--- src/rtl/game_sequencer_if.sv ---
// game_sequencer_if: groups the event inputs and display/control outputs of
// the game-flow controller. The sequencer uses the slave modport. Whatever
// drives its inputs (the game top or a bench) uses the master modport.
interface game_sequencer_if;
    // Inputs to the sequencer
    logic       vsync;
    logic       start;
    logic       hit_alien;
    logic       cannon_hit;
    logic       aliens_cleared;
    logic       aliens_landed;
    // Outputs from the sequencer
    logic [2:0] state;
    logic [1:0] lives;
    logic [7:0] score;
    logic       play_en;
    logic       wave_reset;
    logic       respawn;
    logic       blink;

    modport master (
        output vsync, start, hit_alien, cannon_hit, aliens_cleared, aliens_landed,
        input  state, lives, score, play_en, wave_reset, respawn, blink
    );

    modport slave (
        input  vsync, start, hit_alien, cannon_hit, aliens_cleared, aliens_landed,
        output state, lives, score, play_en, wave_reset, respawn, blink
    );
endinterface

--- src/rtl/game_sequencer.sv ---
// game_sequencer: game-flow controller for the invaders game.
// It sequences the attract, play, death, wave-clear and game-over phases.
// Every timer counts frames, and one frame is one vsync rising edge.
// The block owns lives and the two-digit BCD score. It gates ship and laser
// control through play_en and issues wave_reset and respawn pulses.
// All outputs are registered. Everything runs in the pixel clock domain.
module game_sequencer #(
    parameter logic [1:0] LIVES_INIT   = 2'd3,
    parameter logic [7:0] POINTS       = 8'h01,
    parameter logic [7:0] DEATH_FRAMES = 8'd120,
    parameter logic [7:0] WAVE_FRAMES  = 8'd60,
    parameter logic [7:0] OVER_FRAMES  = 8'd180
) (
    input  logic            clk,
    input  logic            reset,
    game_sequencer_if.slave bus
);

    localparam logic [2:0] ST_ATTRACT    = 3'd0;
    localparam logic [2:0] ST_PLAYING    = 3'd1;
    localparam logic [2:0] ST_DYING      = 3'd2;
    localparam logic [2:0] ST_WAVE_CLEAR = 3'd3;
    localparam logic [2:0] ST_GAME_OVER  = 3'd4;

    // Edge-detect registers
    logic       r_vsync_q;
    logic       r_start_q;

    // Architectural state and registered outputs
    logic [2:0] r_state;
    logic [1:0] r_lives;
    logic [7:0] r_score;
    logic [7:0] r_timer;
    logic [2:0] r_blink_cnt;
    logic       r_blink;
    logic       r_play_en;
    logic       r_wave_reset;
    logic       r_respawn;

    // Next-state values
    logic [2:0] w_state_nx;
    logic [1:0] w_lives_nx;
    logic [7:0] w_score_nx;
    logic [7:0] w_timer_nx;
    logic [2:0] w_blink_cnt_nx;
    logic       w_blink_nx;
    logic       w_wave_reset_nx;
    logic       w_respawn_nx;

    // Derived events
    logic       w_tick;
    logic       w_start_edge;
    logic       w_timer_done;

    // BCD adder
    logic [4:0] w_units_sum;
    logic       w_carry;
    logic [3:0] w_units_adj;
    logic [4:0] w_tens_sum;
    logic [7:0] w_score_inc;

    assign w_tick       = bus.vsync & ~r_vsync_q;
    assign w_start_edge = bus.start & ~r_start_q;
    // The timer is done on the tick that takes it from 1 to 0. A stray 0 also
    // counts as done, so that a timed phase can never hang.
    assign w_timer_done = w_tick && (r_timer <= 8'd1);

    // Saturating two-digit BCD add of POINTS to the current score
    assign w_units_sum = {1'b0, r_score[3:0]} + {1'b0, POINTS[3:0]};
    assign w_carry     = (w_units_sum > 5'd9);
    assign w_units_adj = w_carry ? 4'(w_units_sum - 5'd10) : w_units_sum[3:0];
    assign w_tens_sum  = {1'b0, r_score[7:4]} + {1'b0, POINTS[7:4]} + {4'd0, w_carry};
    assign w_score_inc = (w_tens_sum > 5'd9) ? 8'h99 : {w_tens_sum[3:0], w_units_adj};

    // Next-state logic for the phase FSM, lives, score, frame timer and blink
    always_comb begin
        // NOTE: every variable gets a default before the case so that no path
        // leaves it unassigned; an unassigned path would infer a latch.
        w_state_nx      = r_state;
        w_lives_nx      = r_lives;
        w_score_nx      = r_score;
        w_timer_nx      = r_timer;
        w_blink_cnt_nx  = r_blink_cnt;
        w_blink_nx      = r_blink;
        w_wave_reset_nx = 1'b0;
        w_respawn_nx    = 1'b0;

        case (r_state)
            ST_ATTRACT: begin
                if (w_start_edge) begin
                    w_score_nx      = 8'h00;
                    w_lives_nx      = LIVES_INIT;
                    w_wave_reset_nx = 1'b1;
                    w_state_nx      = ST_PLAYING;
                end
            end

            ST_PLAYING: begin
                // A hit scores even if a phase change happens in the same cycle
                if (bus.hit_alien) begin
                    w_score_nx = w_score_inc;
                end
                if (bus.aliens_landed) begin
                    w_lives_nx = 2'd0;
                    w_timer_nx = OVER_FRAMES;
                    w_state_nx = ST_GAME_OVER;
                end else if (bus.cannon_hit) begin
                    if (r_lives <= 2'd1) begin
                        w_lives_nx = 2'd0;
                        w_timer_nx = OVER_FRAMES;
                        w_state_nx = ST_GAME_OVER;
                    end else begin
                        w_lives_nx     = r_lives - 2'd1;
                        w_timer_nx     = DEATH_FRAMES;
                        w_blink_nx     = 1'b1;
                        w_blink_cnt_nx = 3'd0;
                        w_state_nx     = ST_DYING;
                    end
                end else if (bus.aliens_cleared) begin
                    w_timer_nx = WAVE_FRAMES;
                    w_state_nx = ST_WAVE_CLEAR;
                end
            end

            ST_DYING: begin
                if (w_timer_done) begin
                    w_timer_nx   = 8'd0;
                    w_blink_nx   = 1'b0;
                    w_respawn_nx = 1'b1;
                    w_state_nx   = ST_PLAYING;
                end else if (w_tick) begin
                    w_timer_nx     = r_timer - 8'd1;
                    w_blink_cnt_nx = r_blink_cnt + 3'd1;
                    // The count wraps every 8 ticks, and blink toggles on the wrap
                    if (r_blink_cnt == 3'd7) begin
                        w_blink_nx = ~r_blink;
                    end
                end
            end

            ST_WAVE_CLEAR: begin
                if (w_timer_done) begin
                    w_timer_nx      = 8'd0;
                    w_wave_reset_nx = 1'b1;
                    w_respawn_nx    = 1'b1;
                    w_state_nx      = ST_PLAYING;
                end else if (w_tick) begin
                    w_timer_nx = r_timer - 8'd1;
                end
            end

            ST_GAME_OVER: begin
                w_lives_nx = 2'd0;
                if (w_timer_done) begin
                    w_timer_nx = 8'd0;
                    w_lives_nx = LIVES_INIT;
                    w_state_nx = ST_ATTRACT;
                end else if (w_tick) begin
                    w_timer_nx = r_timer - 8'd1;
                end
            end

            default: begin
                w_state_nx = ST_ATTRACT;
                w_timer_nx = 8'd0;
                w_blink_nx = 1'b0;
            end
        endcase
    end

    // State and output registers, with asynchronous reset to the attract phase
    always_ff @(posedge clk or posedge reset) begin
        if (reset) begin
            r_vsync_q    <= 1'b0;
            r_start_q    <= 1'b0;
            r_state      <= ST_ATTRACT;
            r_lives      <= LIVES_INIT;
            r_score      <= 8'h00;
            r_timer      <= 8'd0;
            r_blink_cnt  <= 3'd0;
            r_blink      <= 1'b0;
            r_play_en    <= 1'b0;
            r_wave_reset <= 1'b0;
            r_respawn    <= 1'b0;
        end else begin
            // NOTE: non-blocking assignments make every register sample the
            // pre-edge values, independent of statement order.
            r_vsync_q    <= bus.vsync;
            r_start_q    <= bus.start;
            r_state      <= w_state_nx;
            r_lives      <= w_lives_nx;
            r_score      <= w_score_nx;
            r_timer      <= w_timer_nx;
            r_blink_cnt  <= w_blink_cnt_nx;
            r_blink      <= w_blink_nx;
            r_play_en    <= (w_state_nx == ST_PLAYING);
            r_wave_reset <= w_wave_reset_nx;
            r_respawn    <= w_respawn_nx;
        end
    end

    assign bus.state      = r_state;
    assign bus.lives      = r_lives;
    assign bus.score      = r_score;
    assign bus.play_en    = r_play_en;
    assign bus.wave_reset = r_wave_reset;
    assign bus.respawn    = r_respawn;
    assign bus.blink      = r_blink;

endmodule

--- src/flat_wrapper.sv ---
// flat-port wrapper written by rule: the top's interface ports become plain ports
module game_sequencer_flat 
#(
    parameter logic [1:0] LIVES_INIT   = 2'd3,
    parameter logic [7:0] POINTS       = 8'h01,
    parameter logic [7:0] DEATH_FRAMES = 8'd120,
    parameter logic [7:0] WAVE_FRAMES  = 8'd60,
    parameter logic [7:0] OVER_FRAMES  = 8'd180
)
  (clk, reset, bus_vsync, bus_start, bus_hit_alien, bus_cannon_hit, bus_aliens_cleared, bus_aliens_landed, bus_state, bus_lives, bus_score, bus_play_en, bus_wave_reset, bus_respawn, bus_blink);
  game_sequencer_if bus_i ();
  input  logic clk;
  input  logic reset;
  input wire logic [$bits(bus_i.vsync)-1:0] bus_vsync;
  input wire logic [$bits(bus_i.start)-1:0] bus_start;
  input wire logic [$bits(bus_i.hit_alien)-1:0] bus_hit_alien;
  input wire logic [$bits(bus_i.cannon_hit)-1:0] bus_cannon_hit;
  input wire logic [$bits(bus_i.aliens_cleared)-1:0] bus_aliens_cleared;
  input wire logic [$bits(bus_i.aliens_landed)-1:0] bus_aliens_landed;
  output wire logic [$bits(bus_i.state)-1:0] bus_state;
  output wire logic [$bits(bus_i.lives)-1:0] bus_lives;
  output wire logic [$bits(bus_i.score)-1:0] bus_score;
  output wire logic [$bits(bus_i.play_en)-1:0] bus_play_en;
  output wire logic [$bits(bus_i.wave_reset)-1:0] bus_wave_reset;
  output wire logic [$bits(bus_i.respawn)-1:0] bus_respawn;
  output wire logic [$bits(bus_i.blink)-1:0] bus_blink;
  assign bus_i.vsync = bus_vsync;
  assign bus_i.start = bus_start;
  assign bus_i.hit_alien = bus_hit_alien;
  assign bus_i.cannon_hit = bus_cannon_hit;
  assign bus_i.aliens_cleared = bus_aliens_cleared;
  assign bus_i.aliens_landed = bus_aliens_landed;
  assign bus_state = bus_i.state;
  assign bus_lives = bus_i.lives;
  assign bus_score = bus_i.score;
  assign bus_play_en = bus_i.play_en;
  assign bus_wave_reset = bus_i.wave_reset;
  assign bus_respawn = bus_i.respawn;
  assign bus_blink = bus_i.blink;
  game_sequencer #(.LIVES_INIT(LIVES_INIT), .POINTS(POINTS), .DEATH_FRAMES(DEATH_FRAMES), .WAVE_FRAMES(WAVE_FRAMES), .OVER_FRAMES(OVER_FRAMES)) u_core (.clk(clk), .reset(reset), .bus(bus_i));
endmodule
--- config.mk ---
export PLATFORM = sky130hd
export DESIGN_NAME = game_sequencer_flat
export DESIGN_NICKNAME = d
export VERILOG_FILES = /design/src/rtl/game_sequencer_if.sv /design/src/rtl/game_sequencer.sv /design/src/flat_wrapper.sv
export SDC_FILE = /design/constraint.sdc
export NUM_CORES = 1
export LEC_CHECK = 0
export ABC_CLOCK_PERIOD_IN_PS = 4600
export CAP_MARGIN = 40
export CELL_PAD_IN_SITES_DETAIL_PLACEMENT = 0
export CELL_PAD_IN_SITES_GLOBAL_PLACEMENT = 1
export CORE_AREA = 3 3 68 70
export CTS_BUF_LIST = sky130_fd_sc_hd__clkbuf_16
export DETAILED_ROUTE_END_ITERATION = 12
export DIE_AREA = 0 0 71 73
export PLACE_DENSITY = 0.93
export SLEW_MARGIN = 5
export SYNTH_ARGS = -nofsm -noshare
export SYNTH_HDL_FRONTEND = slang
export SYNTH_SLANG_ARGS = --single-unit
export TNS_END_PERCENT = 50
--- constraint.sdc ---
create_clock -name clk -period 4.6 [get_ports clk]
set_input_delay 1.38 -clock clk [delete_from_list [all_inputs] [get_ports clk]]
set_output_delay 1.38 -clock clk [all_outputs]
set_load 0.05 [all_outputs]
==> impl_metrics.toml <==
[status]
outcome = "completed"

[synth]
ys_warn_count = 0
syn_area_mm2 = 0.001827
synthDistinctLibCells = 50
synth-seq-cells = 30
yosysMostFrequentCell = "dfrtp_1"
yosys.area.top_type = "dfrtp_1"
synth_enable_flop_cells = 0
synth_commonest_cells = "dfrtp_1 (28), nor2_1 (25), nand2_1 (15)"
ys_seq_area_frac = 0.4123
synth_ff_type = "dfrtp_1"
syn_area_per_cell_um2 = 9.134
async_reset_ff_frac = 1.000
synth_top_area_share = 0.3836
synthTopCellsByArea = "dfrtp_1 (38%), ha_1 (6.2%), nor2_1 (5.1%)"
synthCells = 200
syn-num-nets = 217

[finish]
final_util = 0.5702
nNetsFinal = 248
diodes = 0
drive_gt1_frac = 0.06466
num-fill-cells = 361
syn_to_final_growth_pct = 25.75

[die]
io_pins = 25
fp.dieW_um = 71
die_area_mm2 = 0.005183
die_y_um = 73
floorplan.initialDensity = 0.4534
rows = 23
core_area_mm2 = 0.004029

[global_route]
grt_overflow = 0
antenna_found_initial = 0
grt_pass1_wl_mm = 7.224
grt_pass1_vias = 1529
grt_max_degree = 19
grt_usage = 0.1784

[worst_hold_path]
hold_class = "reg2reg"

[setup_path]
required_ns = 4.82
path_common_cell = "ha_1"
critical_path_peak_fanout = 5
critPathKind = "reg2reg"
cpPeakStageDelay_ns = 0.42
crit_path_cell_trace = "ha_1 -> xnor2_1 -> ha_1 -> nand2b_1 -> a21o_1 -> a21oi_1 -> ha_1 -> ha_1 -> o21a_1 -> o22a_1 -> o41ai_1 -> a22o_1"
critical-path-top-delay-family = "compound AO/OA/AOI/OAI gates"
slowest_stage = "dfrtp_1"
crit_path_end_kind = "register"
arrival_ns = 3.47
start_kind = "register"
cp_num_buf_inv = 0

[power_and_ir_drop]
pwr-share-clk = 0.201
power_density_mw_per_mm2 = 658.4
switching_power_mw = 0.6715
comb_power_share = 0.503
leakage_nw = 1.002
p_seq_frac = 0.296
swShare = 0.4440
power.internal_mw = 0.8409
vdd_drop_max_mv = 0.3186

[timing]
post-route-period-util = 0.7070
slew_headroom = 0.6277
grt_setup_unrepaired = "no"
tightest_slew_ns = 0.5585
hold_slack_ns = 0.4883
final_max_slew_viol_count = 0
hold_viol_final = 0
setup_tns_ns = 0
post-route-min-period_ns = 3.252
max_freq_mhz = 307.5
setup-violations-final = 0
fin_worst_skew_ns = 0.009243

[clock_tree]
cts-hold-fix-buffers = 0
root_buffer = "clkbuf_16"
insertion_delay_ns = 0.28
cts_buffer_depth = 2
cts_max_level = 2
clkSlewWorstSetupHoldPaths_ns = 0.05
post-cts-setup-buffers = 0
cts_made_buffers = 5
cts_tree = "built"
cts_resized = 0
cts_sinks = 30

[drt]
drc_errors = 0
firstDrtPassIters = 4
routed_wl_mm = 4.127
drtIter0Drc = 102
antenna_left = 0
wl_per_cell_um = 14.63
via_per_inst = 5.660
vias = 1596

[job]
drv_cap = 0

[place]
io_buffers = 24
gp_congestion = 0.8646
dp_hpwl_mm = 2.943
## kinds of logic (layout without fill, tap and decap cells)
| kind of cell | Yosys count | count (layout) | share of synthesized area |
|---|---|---|---|
| AO/OA/AOI/OAI | 64 | 64 | 0.2432 |
| XOR/XNOR | 5 | 5 | 0.02397 |
| adder cells (fa/ha/maj) | 9 | 9 | 0.06164 |
| buffers and inverters | 15 | 47 | 0.03082 |
| flip-flops | 30 | 30 | 0.4123 |
| multiplexers | 5 | 5 | 0.02740 |
| AND/OR/NAND/NOR | 72 | 72 | 0.2007 |
## worst paths after layout
check                                             startpoint                           endpoint  slack (ns)  depth (start not counted)
setup / recovery             u_core.bus.score[0]$_DFFE_PP0P_    u_core.bus.score[2]$_DFFE_PP0P_        1.35                         12
hold / removal             u_core.r_blink_cnt[0]$_DFFE_PP0P_  u_core.r_blink_cnt[0]$_DFFE_PP0P_        0.49                          1
setup reg to reg             u_core.bus.score[0]$_DFFE_PP0P_    u_core.bus.score[2]$_DFFE_PP0P_        1.35                         12
hold reg to reg            u_core.r_blink_cnt[0]$_DFFE_PP0P_  u_core.r_blink_cnt[0]$_DFFE_PP0P_        0.49                          1
max in group asynchronous                              reset      u_core.r_timer[2]$_DFFE_PP0P_        2.64                          4
min in group asynchronous                              reset    u_core.bus.score[2]$_DFFE_PP0P_        1.38                          2
## cell usage in the layout, fill, tap and decap left out, types with 3 or more instances in the layout
cell / n
nand2_1: 15
a22o_1: 4
o21ai_0: 13
xnor2_1: 5
nor2_1: 25
dfrtp_1: 28
a221o_1: 3
nor3_1: 5
nand3_1: 4
a21oi_1: 13
clkbuf_16: 5
ha_1: 9
o22ai_1: 3
a31oi_1: 4
o21ai_1: 4
nand2b_1: 7
clkdlybuf4s50_1: 24
mux2i_1: 5
inv_1: 15
## through the flow
step	setup slack [ns]	instances	instance area [µm²]	power (mW)
after detailed placement	1.225	274	2161	1.206
after floorplan	1.380	200	1827	1.006
after global placement	1.281	273	2133	1.197
after CTS	1.338	282	2297	1.518
final	1.348	282	2297	1.512
after global routing	1.134	282	2297	1.631
## layer usage
layer,vias up,GRT usage,share of wire
met3,8,0.04270,0.045
met1,755,0.2571,0.51
met2,36,0.2523,0.42
met5,-,0,0
li1,797,-,-
met4,0,0.08142,0.024
## final cells by class
cell class	count	area (µm²)	area share
clock inverters	3	11.26	0.004902
inverters	12	45.04	0.01961
flip-flops and latches	30	753.2	0.3279
repair buffers	27	282.8	0.1231
multi-input cells	155	1017	0.4428
well taps	50	62.56	0.02723
clock buffers	5	125.1	0.05447
## state kept, by name (all words and copies together) (netlist names)
register	count
u_core.bus.blink	1
u_core.bus.lives	2
u_core.bus.play_en	1
u_core.bus.respawn	1
u_core.bus.score	8
u_core.bus.state	3
u_core.bus.wave_reset	1
u_core.r_blink_cnt	3
u_core.r_start_q	1
u_core.r_timer	8
u_core.r_vsync_q	1
## power by group through the flow
stage / Combinational, mW / Clock [mW] / Sequential [mW]
after floorplan: 0.459 / 0 / 0.548
after global placement: 0.749 / 0 / 0.448
after detailed placement: 0.756 / 0 / 0.450
after CTS: 0.762 / 0.311 / 0.446
after global routing: 0.843 / 0.325 / 0.462
final: 0.761 / 0.304 / 0.447
## worst register-to-register path, delay by kind of cell, from the launching register on
family                     cells  cell delay [ns]
AOI/OAI and AO/OA              6             1.46
DFF                            1             0.42
and+or+nand+nor                1             0.05
xor gates and xnor gates       1             0.21
adders and majority gates      4             1.04
(Power assumes the default switching activity.)
